[src/rtl/eq_pkg.sv]
// Shared types and constants for the slide-pot sequencer: FSM states,
// pot indices in sweep order, and the index -> ADC128S channel mapping.
package eq_pkg;

    localparam int unsigned POT_W    = 12;
    localparam int unsigned NUM_POTS = 6;

    typedef enum logic [1:0] {
        ST_GAP,
        ST_START,
        ST_WAIT,
        ST_STORE
    } state_e;

    typedef enum logic [2:0] {
        IDX_LP,
        IDX_B1,
        IDX_B2,
        IDX_B3,
        IDX_HP,
        IDX_VOL
    } pot_idx_e;

    localparam logic [2:0] CHNNL_CODE [NUM_POTS] = '{3'd1, 3'd0, 3'd4, 3'd2, 3'd3, 3'd7};

    function automatic pot_idx_e next_idx(input pot_idx_e idx);
        return (idx == IDX_VOL) ? IDX_LP : pot_idx_e'(idx + 3'd1);
    endfunction

endpackage

[src/rtl/pot_reg_bank.sv]
// Six held 12-bit pot registers with a single indexed write port.
module pot_reg_bank
    import eq_pkg::*;
#(
    parameter logic [POT_W-1:0] RESET_GAIN = 12'h800
) (
    input  logic             clk,
    input  logic             rst,
    input  logic             i_we,
    input  pot_idx_e         i_idx,
    input  logic [POT_W-1:0] i_wdata,
    output logic [POT_W-1:0] o_pot [NUM_POTS]
);

    logic [POT_W-1:0] r_pot [NUM_POTS];

    always_ff @(posedge clk) begin
        if (rst) begin
            for (int unsigned i = 0; i < NUM_POTS; i++) begin
                r_pot[i] <= RESET_GAIN;
            end
        end else if (i_we) begin
            r_pot[i_idx] <= i_wdata;
        end
    end

    assign o_pot = r_pot;

endmodule

[src/rtl/slide_pot_sequencer.sv]
// Round-robin conversion scheduler for the six slide pots on the shared
// ADC128S SPI interface; sole driver of strt_cnv.
module slide_pot_sequencer
    import eq_pkg::*;
#(
    parameter int unsigned      GAP_CYCLES     = 1024,
    parameter int unsigned      TIMEOUT_CYCLES = 4096,
    parameter logic [POT_W-1:0] RESET_GAIN     = 12'h800
) (
    input  logic             clk,
    input  logic             rst,
    input  logic             en,
    output logic             strt_cnv,
    output logic [2:0]       chnnl,
    input  logic             cnv_cmplt,
    input  logic [POT_W-1:0] res,
    output logic [POT_W-1:0] pot_lp,
    output logic [POT_W-1:0] pot_b1,
    output logic [POT_W-1:0] pot_b2,
    output logic [POT_W-1:0] pot_b3,
    output logic [POT_W-1:0] pot_hp,
    output logic [POT_W-1:0] volume,
    output logic             sweep_done,
    output logic             all_valid,
    output logic             timeout_err
);

    localparam int unsigned GAP_W = $clog2(GAP_CYCLES + 1);
    localparam int unsigned TMO_W = $clog2(TIMEOUT_CYCLES + 1);
    localparam logic [GAP_W-1:0] GAP_LAST = GAP_W'(GAP_CYCLES - 1);
    localparam logic [TMO_W-1:0] TMO_LAST = TMO_W'(TIMEOUT_CYCLES - 1);

    state_e           r_state;
    pot_idx_e         r_idx;
    logic [GAP_W-1:0] r_gap_cnt;
    logic [TMO_W-1:0] r_tmo_cnt;
    logic             r_bad;
    logic             r_strt_cnv;
    logic [2:0]       r_chnnl;
    logic             r_sweep_done;
    logic             r_all_valid;
    logic             r_timeout_err;

    logic             w_we;
    logic [POT_W-1:0] w_pot [NUM_POTS];

    assign w_we = (r_state == ST_WAIT) && cnv_cmplt;

    always_ff @(posedge clk) begin
        if (rst) begin
            r_state       <= ST_GAP;
            r_idx         <= IDX_LP;
            r_gap_cnt     <= '0;
            r_tmo_cnt     <= '0;
            r_bad         <= 1'b0;
            r_strt_cnv    <= 1'b0;
            r_chnnl       <= CHNNL_CODE[IDX_LP];
            r_sweep_done  <= 1'b0;
            r_all_valid   <= 1'b0;
            r_timeout_err <= 1'b0;
        end else begin
            r_strt_cnv    <= 1'b0;
            r_sweep_done  <= 1'b0;
            r_timeout_err <= 1'b0;
            case (r_state)
                ST_GAP: begin
                    if (en) begin
                        if (r_gap_cnt == GAP_LAST) begin
                            r_gap_cnt  <= '0;
                            r_tmo_cnt  <= '0;
                            r_strt_cnv <= 1'b1;
                            r_chnnl    <= CHNNL_CODE[r_idx];
                            r_state    <= ST_START;
                        end else begin
                            r_gap_cnt <= r_gap_cnt + 1'b1;
                        end
                    end
                end
                // The timeout window counts from the strt_cnv cycle itself.
                ST_START: begin
                    r_tmo_cnt <= r_tmo_cnt + 1'b1;
                    r_state   <= ST_WAIT;
                end
                ST_WAIT: begin
                    if (cnv_cmplt) begin
                        r_state <= ST_STORE;
                    end else if (r_tmo_cnt >= TMO_LAST) begin
                        r_timeout_err <= 1'b1;
                        r_bad         <= 1'b1;
                        r_state       <= ST_STORE;
                    end else begin
                        r_tmo_cnt <= r_tmo_cnt + 1'b1;
                    end
                end
                ST_STORE: begin
                    // Bad flag spans the whole sweep so any timeout blocks all_valid.
                    if (r_idx == IDX_VOL) begin
                        r_sweep_done <= 1'b1;
                        if (!r_bad) begin
                            r_all_valid <= 1'b1;
                        end
                        r_bad <= 1'b0;
                    end
                    r_idx   <= next_idx(r_idx);
                    r_state <= ST_GAP;
                end
                default: r_state <= ST_GAP;
            endcase
        end
    end

    pot_reg_bank #(
        .RESET_GAIN(RESET_GAIN)
    ) u_bank (
        .clk    (clk),
        .rst    (rst),
        .i_we   (w_we),
        .i_idx  (r_idx),
        .i_wdata(res),
        .o_pot  (w_pot)
    );

    assign strt_cnv    = r_strt_cnv;
    assign chnnl       = r_chnnl;
    assign sweep_done  = r_sweep_done;
    assign all_valid   = r_all_valid;
    assign timeout_err = r_timeout_err;
    assign pot_lp      = w_pot[IDX_LP];
    assign pot_b1      = w_pot[IDX_B1];
    assign pot_b2      = w_pot[IDX_B2];
    assign pot_b3      = w_pot[IDX_B3];
    assign pot_hp      = w_pot[IDX_HP];
    assign volume      = w_pot[IDX_VOL];

endmodule

[config.mk]
export PLATFORM = sky130hd
export DESIGN_NAME = slide_pot_sequencer
export DESIGN_NICKNAME = d
export VERILOG_FILES = /design/src/rtl/eq_pkg.sv /design/src/rtl/pot_reg_bank.sv /design/src/rtl/slide_pot_sequencer.sv
export SDC_FILE = /design/constraint.sdc
export NUM_CORES = 1
export LEC_CHECK = 0
export BUFFER_PORTS_ARGS = -buffer_cell sky130_fd_sc_hd__clkbuf_2
export CORE_ASPECT_RATIO = 1.25
export CORE_UTILIZATION = 55
export DETAILED_ROUTE_END_ITERATION = 10
export HOLD_SLACK_MARGIN = 0.03
export PLACE_DENSITY = 0.82
export SLEW_MARGIN = 20
export SYNTH_ARGS = -nofsm -noshare
export SYNTH_HDL_FRONTEND = slang
export SYNTH_HIERARCHICAL = 1
export SYNTH_SLANG_ARGS = --single-unit
[constraint.sdc]
create_clock -name clk -period 3.9 [get_ports clk]
set_input_delay 0.585 -clock clk [delete_from_list [all_inputs] [get_ports clk]]
set_output_delay 0.585 -clock clk [all_outputs]
set_load 0.02 [all_outputs]
== Word level (Yosys, flattened, before mapping) ==
Memories as Yosys holds them, arrays and structs flattened. A register that Yosys moved wholly into a read port is not among the register bits.
Cells that the tools add are included.
Word-level totals
  register bits after elaboration: 106
  memory bits (read-only): 24
  input port bits: 16
  output and inout port bits: 79
  word-level logic and storage cells: 76
  memories: 1
Operators by class
  add/subtract/negate cells: 3
  order comparisons: 3
  equal/unequal tests: 12
  muxes and demuxes: 22
  bitwise gates (word level): 6
  reductions and logical operators: 14
Memories
  (no name shown): depth 8, width 3, read ports 1, clocked after memory_dff 1, write ports 0, line slide_pot_sequencer.sv:72  | r_chnnl <= CHNNL_CODE[r_idx];
Operators with widths (count)
  $bwmux W72: 1
  $mux W13: 4
  $pmux W13 S3: 1
  $demux W12 S3: 1
  $add A13 B1 Y13 const B: 1
  $ge A13 B12 Y1 const B: 1
  $mux W12: 1
  $add A11 B1 Y11 const B: 1
  $eq A11 B10 Y1 const B: 1
  $mux W11: 1
  $ne A2 B2 Y1 const B: 5
  $reduce_and A3 Y1: 3
  $mux W2: 4
  $pmux W2 S4: 1
  $mux W1: 6
  $reduce_or A3 Y1: 2
  $not A1 Y1: 5
  $reduce_and A5 Y1: 1
  $eq A2 B2 Y1 const B: 2
  $ge A4 B4 Y1 const B: 1
  $lt A4 B1 Y1 const B: 1
  $not A3 Y4: 1
  $reduce_and A4 Y1: 1
  $add A3 B1 Y3 const B: 1
  other kinds (12): 13

== Depth between registers and ports, before layout ==
  depth in word-level cells: 6
  depth in mapped cells: 7
  gate-level depth less buffers: 7

== Cells and area by module ==
Netlist, hierarchy kept.
Modules (own cells, without submodules)
  pot_reg_bank: times used 1, cells an instance 253, area each 2831.5 sq um, seq. area each 1441.4 sq um
  slide_pot_sequencer: times used 1, cells an instance 228, area each 1910.6 sq um, seq. area each 740.7 sq um

== Least setup slack after synthesis ==
No wires, ideal clock.
  path kind: flip-flop to flip-flop
  from: register r_state[1]
  to: register r_tmo_cnt[0]
  library setup time: 70 ps
  data arrival time: 1863 ps
  data required time: 3830 ps
  setup slack: 1967 ps
  stages on the path, launching flop included: 8
  buffers on the path: 2
  cells stage by stage: dfxtp_1 ha_1 clkbuf_1 or3_1 o22a_1 clkbuf_2 or4_1 a21oi_1
Between the ends
  cells in the longest elaborated chain, start to end: 3
  elaborated cells between the ends (all ways): 10
Ends and longest elaborated chain
  from (decl): line slide_pot_sequencer.sv:33  | state_e r_state;
  from (signal assigned): line slide_pot_sequencer.sv:51  | r_state <= ST_GAP;
  from (signal assigned): line slide_pot_sequencer.sv:73  | r_state <= ST_START;
  from (signal assigned): line slide_pot_sequencer.sv:82  | r_state <= ST_WAIT;
  $eq A2 B2 Y1 (tied with other cells): line slide_pot_sequencer.sv:65  | case (r_state)
  $ne A2 B2 Y1 (no source line) or $reduce_bool A3 Y1 (tied branches)
  $reduce_and A5 Y1 (no source line)
  to (signal assigned): line slide_pot_sequencer.sv:81  | r_tmo_cnt <= r_tmo_cnt + 1'b1;
  to (signal assigned): line slide_pot_sequencer.sv:92  | r_tmo_cnt <= r_tmo_cnt + 1'b1;
  to (decl): line slide_pot_sequencer.sv:36  | logic [TMO_W-1:0] r_tmo_cnt;
Parallel ways exist; a longest one is shown, timed or not.
A chain may end at the register's enable or synchronous reset.

== Worst setup path in the final report ==
  from: register r_state[0]
  to: register u_bank.r_pot, in the netlist u_bank/o_pot[46]
Between the ends
  cells in the longest elaborated chain, start to end: 2
Ends and longest elaborated chain
  $eq A2 B2 Y1: line slide_pot_sequencer.sv:47  | assign w_we = (r_state == ST_WAIT) && cnv_cmplt;
  $logic_and A1 B1 Y1: line slide_pot_sequencer.sv:47
  net w_we: line slide_pot_sequencer.sv:44  | logic w_we;
  to (signal, indexed assignment): line pot_reg_bank.sv:23  | r_pot[i_idx] <= i_wdata;
  to (decl): line pot_reg_bank.sv:15  | logic [POT_W-1:0] r_pot [NUM_POTS];
The timed path passes the listed nets, and every way through them passes these cells.

==> results.toml <==
[min_path]
hold_class = "reg2reg"

[finish]
drive_gt1_share_pct = 21.7
post-route-cell-area_sq_um = 5440
fin_nets = 585
final_common_cell = "dfxtp_1"
area_growth_syn_to_layout_pct = 14.8
num_antenna_cells = 0
utilization_pct = 65.7
final_cell_mix = "dfxtp_1 (109), clkbuf_2 (94), nand2b_1 (81), mux2i_1 (73), nor2_1 (35)"

[placement]
placed_cell_area_sq_um = 5240
io_buffers = 94
dp_hpwl_microns = 7100
gp_congestion = 0.785
place_ws_ns = 1.60

[yosys]
synth_seq_cells = 109
syn_avg_cell_area_sq_um = 9.86
yosysWarnings = 6
synth-async-reset-ratio_pct = 0
syn_area_sq_um = 4740
syn-num-nets = 504
synth.distinct_cells = 54
synth_cells = 481
synth_ff_type = "dfxtp_1"
synth_edf_count = 0
seq_area_frac_synth_pct = 46.0

[setup_path]
critPathMaxFanout = 12
path_class = "reg2reg"
reg2reg_slack_ns = 1.54
critPathSlowestCell = "nand4bb_1"
start_kind = "flip-flop"
end_kind = "flip-flop"
path_cells = "inv_1 > ha_1 > and2_1 > nand4bb_1 > mux2i_1"
slowest_delay_ns = 0.83
cp.arrival_ns = 2.64
crit_required_ns = 4.18

[sta]
relSlewSlack_pct = 29.3
finalHoldViolations = 0
skew_ns = 0.0118
tns_ns = 0
tightest_slew_ns = 1.06
rsz0062_at_grt = "false"
whs_ns = 0.475
setup_viol = 0
fin_crit_sh_pct = 60.4
period_minus_slack_ns = 2.36
setup_slack_ns = 1.54
drv_slew = 0
fmax_ghz = 0.425

[detailed_routing]
via_per_inst = 5.54
vias = 3680
ant_nets = 0
first_pass_iters = 4
m1WireLength_microns = 4540
wirelength_microns = 10400
dr_wl_met3_microns = 642
drc = 0
wl_met2_microns = 5090
wl_per_cell_microns = 15.7
drt_iter0_markers = 236
top_layer_used = "met4"

[clock_tree]
cts_tree = "done"
clkTransAtPathRegs_ns = 0.11
ctsResizeCount = 0
post_cts_buffers = 0
worst_skew_pair.late_latency_ns = 0.38
cts_root_buf = "clkbuf_8"
cts_hold_buffers = 0
cts.sinks = 109
h-tree-depth = 3
cts_made_buffers = 9
cts_buffer_depth = 2

[global_route]
grt_usage_pct = 24.4
antenna_found_initial = 0
grt_pass1_wl_microns = 17300
grt_start_max_net_pins = 79
grt_pass1_vias = 3569
grt-ovfl-total = 0

[job]
drv_cap = 0

[pwr]
vdd_ir_drop_max_mv = 0.306
power_leakage_nw = 2.47
p_per_area_nw_per_um2 = 368

[die]
rows = 37
die_area_sq_um = 9000
die_w_microns = 85.1
core_area_sq_um = 8290
io_pins = 95
chipHeight_microns = 106
start_util_pct = 57.2

[status]
status = "complete, no violations"
## metal layers
metal	vias to the layer above	track usage (%)
li1	1844	-
met1	1716	30.8
met2	105	39.8
met3	15	7.44
met4	0	7.51
met5	-	0
## metrics by stage
| stage | total power [mW] | cells |
|---|---|---|
| floorplan | 1.27 | 481 |
| global placement | 1.31 | 648 |
| detailed placement | 1.31 | 648 |
| CTS | 2.01 | 664 |
| global route | 2.09 | 664 |
| finish | 2.00 | 664 |
## final timing paths
| kind | start | end | cells after the start |
|---|---|---|---|
| max | r_state[0] | u_bank/o_pot[46] | 5 |
| min | r_bad | r_bad | 2 |
| min reg2reg | r_bad | r_bad | 2 |
| max reg2reg | r_state[0] | u_bank/o_pot[46] | 5 |
## worst max-delay path, delay by kind of cell (launching register included)
family,cells,cell delay [ns]
adders and majority gates,1,0.27
and+or+nand+nor,2,1.12
DFF,1,0.33
buffers and inverters,1,0.11
muxes,1,0.43
## sequential cells by signal, indices dropped and copies added, names as in the netlist
signal / count
timeout_err: 1
r_tmo_cnt: 13
r_gap_cnt: 11
r_bad: 1
chnnl: 3
u_bank/o_pot: 72
all_valid: 1
sweep_done: 1
strt_cnv: 1
r_idx: 3
r_state: 2
## layout make-up
| class | instances | area [sq um] |
|---|---|---|
| Inverter | 10 | 37.5 |
| Multi-Input combinational cell | 334 | 2390 |
| Clock buffer | 10 | 128 |
| Sequential cell | 109 | 2180 |
| Fill cell | 662 | 2840 |
| Timing Repair Buffer | 98 | 500 |
| Clock inverter | 6 | 78.8 |
| Tap cell | 97 | 121 |
## report_power, final
group	internal, mW	leakage, nW	total [mW]	switching (mW)
registers	1.12	0.878	1.13	0.00685
clock network	0.311	0.105	0.715	0.404
logic	0.0552	1.48	0.159	0.104
## synth_stat cells (2+ instances only)
master | count | share of area, %
inv_1 | 10 | 0.79
xnor2_1 | 5 | 0.92
nor3_1 | 10 | 1.1
dfxtp_1 | 109 | 46
buf_6 | 2 | 0.47
nand2_1 | 15 | 1.2
nand4_1 | 8 | 1.1
nor2_1 | 35 | 2.8
or4_1 | 4 | 0.63
o311ai_0 | 6 | 1.1
nand4bb_1 | 3 | 0.71
or2_2 | 2 | 0.26
a21oi_1 | 7 | 0.74
nor4_1 | 4 | 0.53
xor2_1 | 4 | 0.74
nand4b_1 | 6 | 1.1
a31oi_1 | 5 | 0.66
nor4b_1 | 2 | 0.37
clkbuf_1 | 15 | 1.2
nand2b_1 | 81 | 11
o21bai_1 | 2 | 0.32
buf_2 | 10 | 1.1
o21ai_0 | 8 | 0.84
mux2i_1 | 73 | 15
ha_1 | 7 | 1.8
or3_1 | 4 | 0.53
nand3_1 | 17 | 1.8
## kinds of logic after synthesis
logic type / share of synthesized area (%)
simple gates: 25.3
compound gates: 6.12
fa+ha+maj: 1.85
buf+inv: 3.61
xor+xnor: 1.66
mux: 15.4
flops: 46.0
Note: power is estimated with default switching activity, not from simulation.
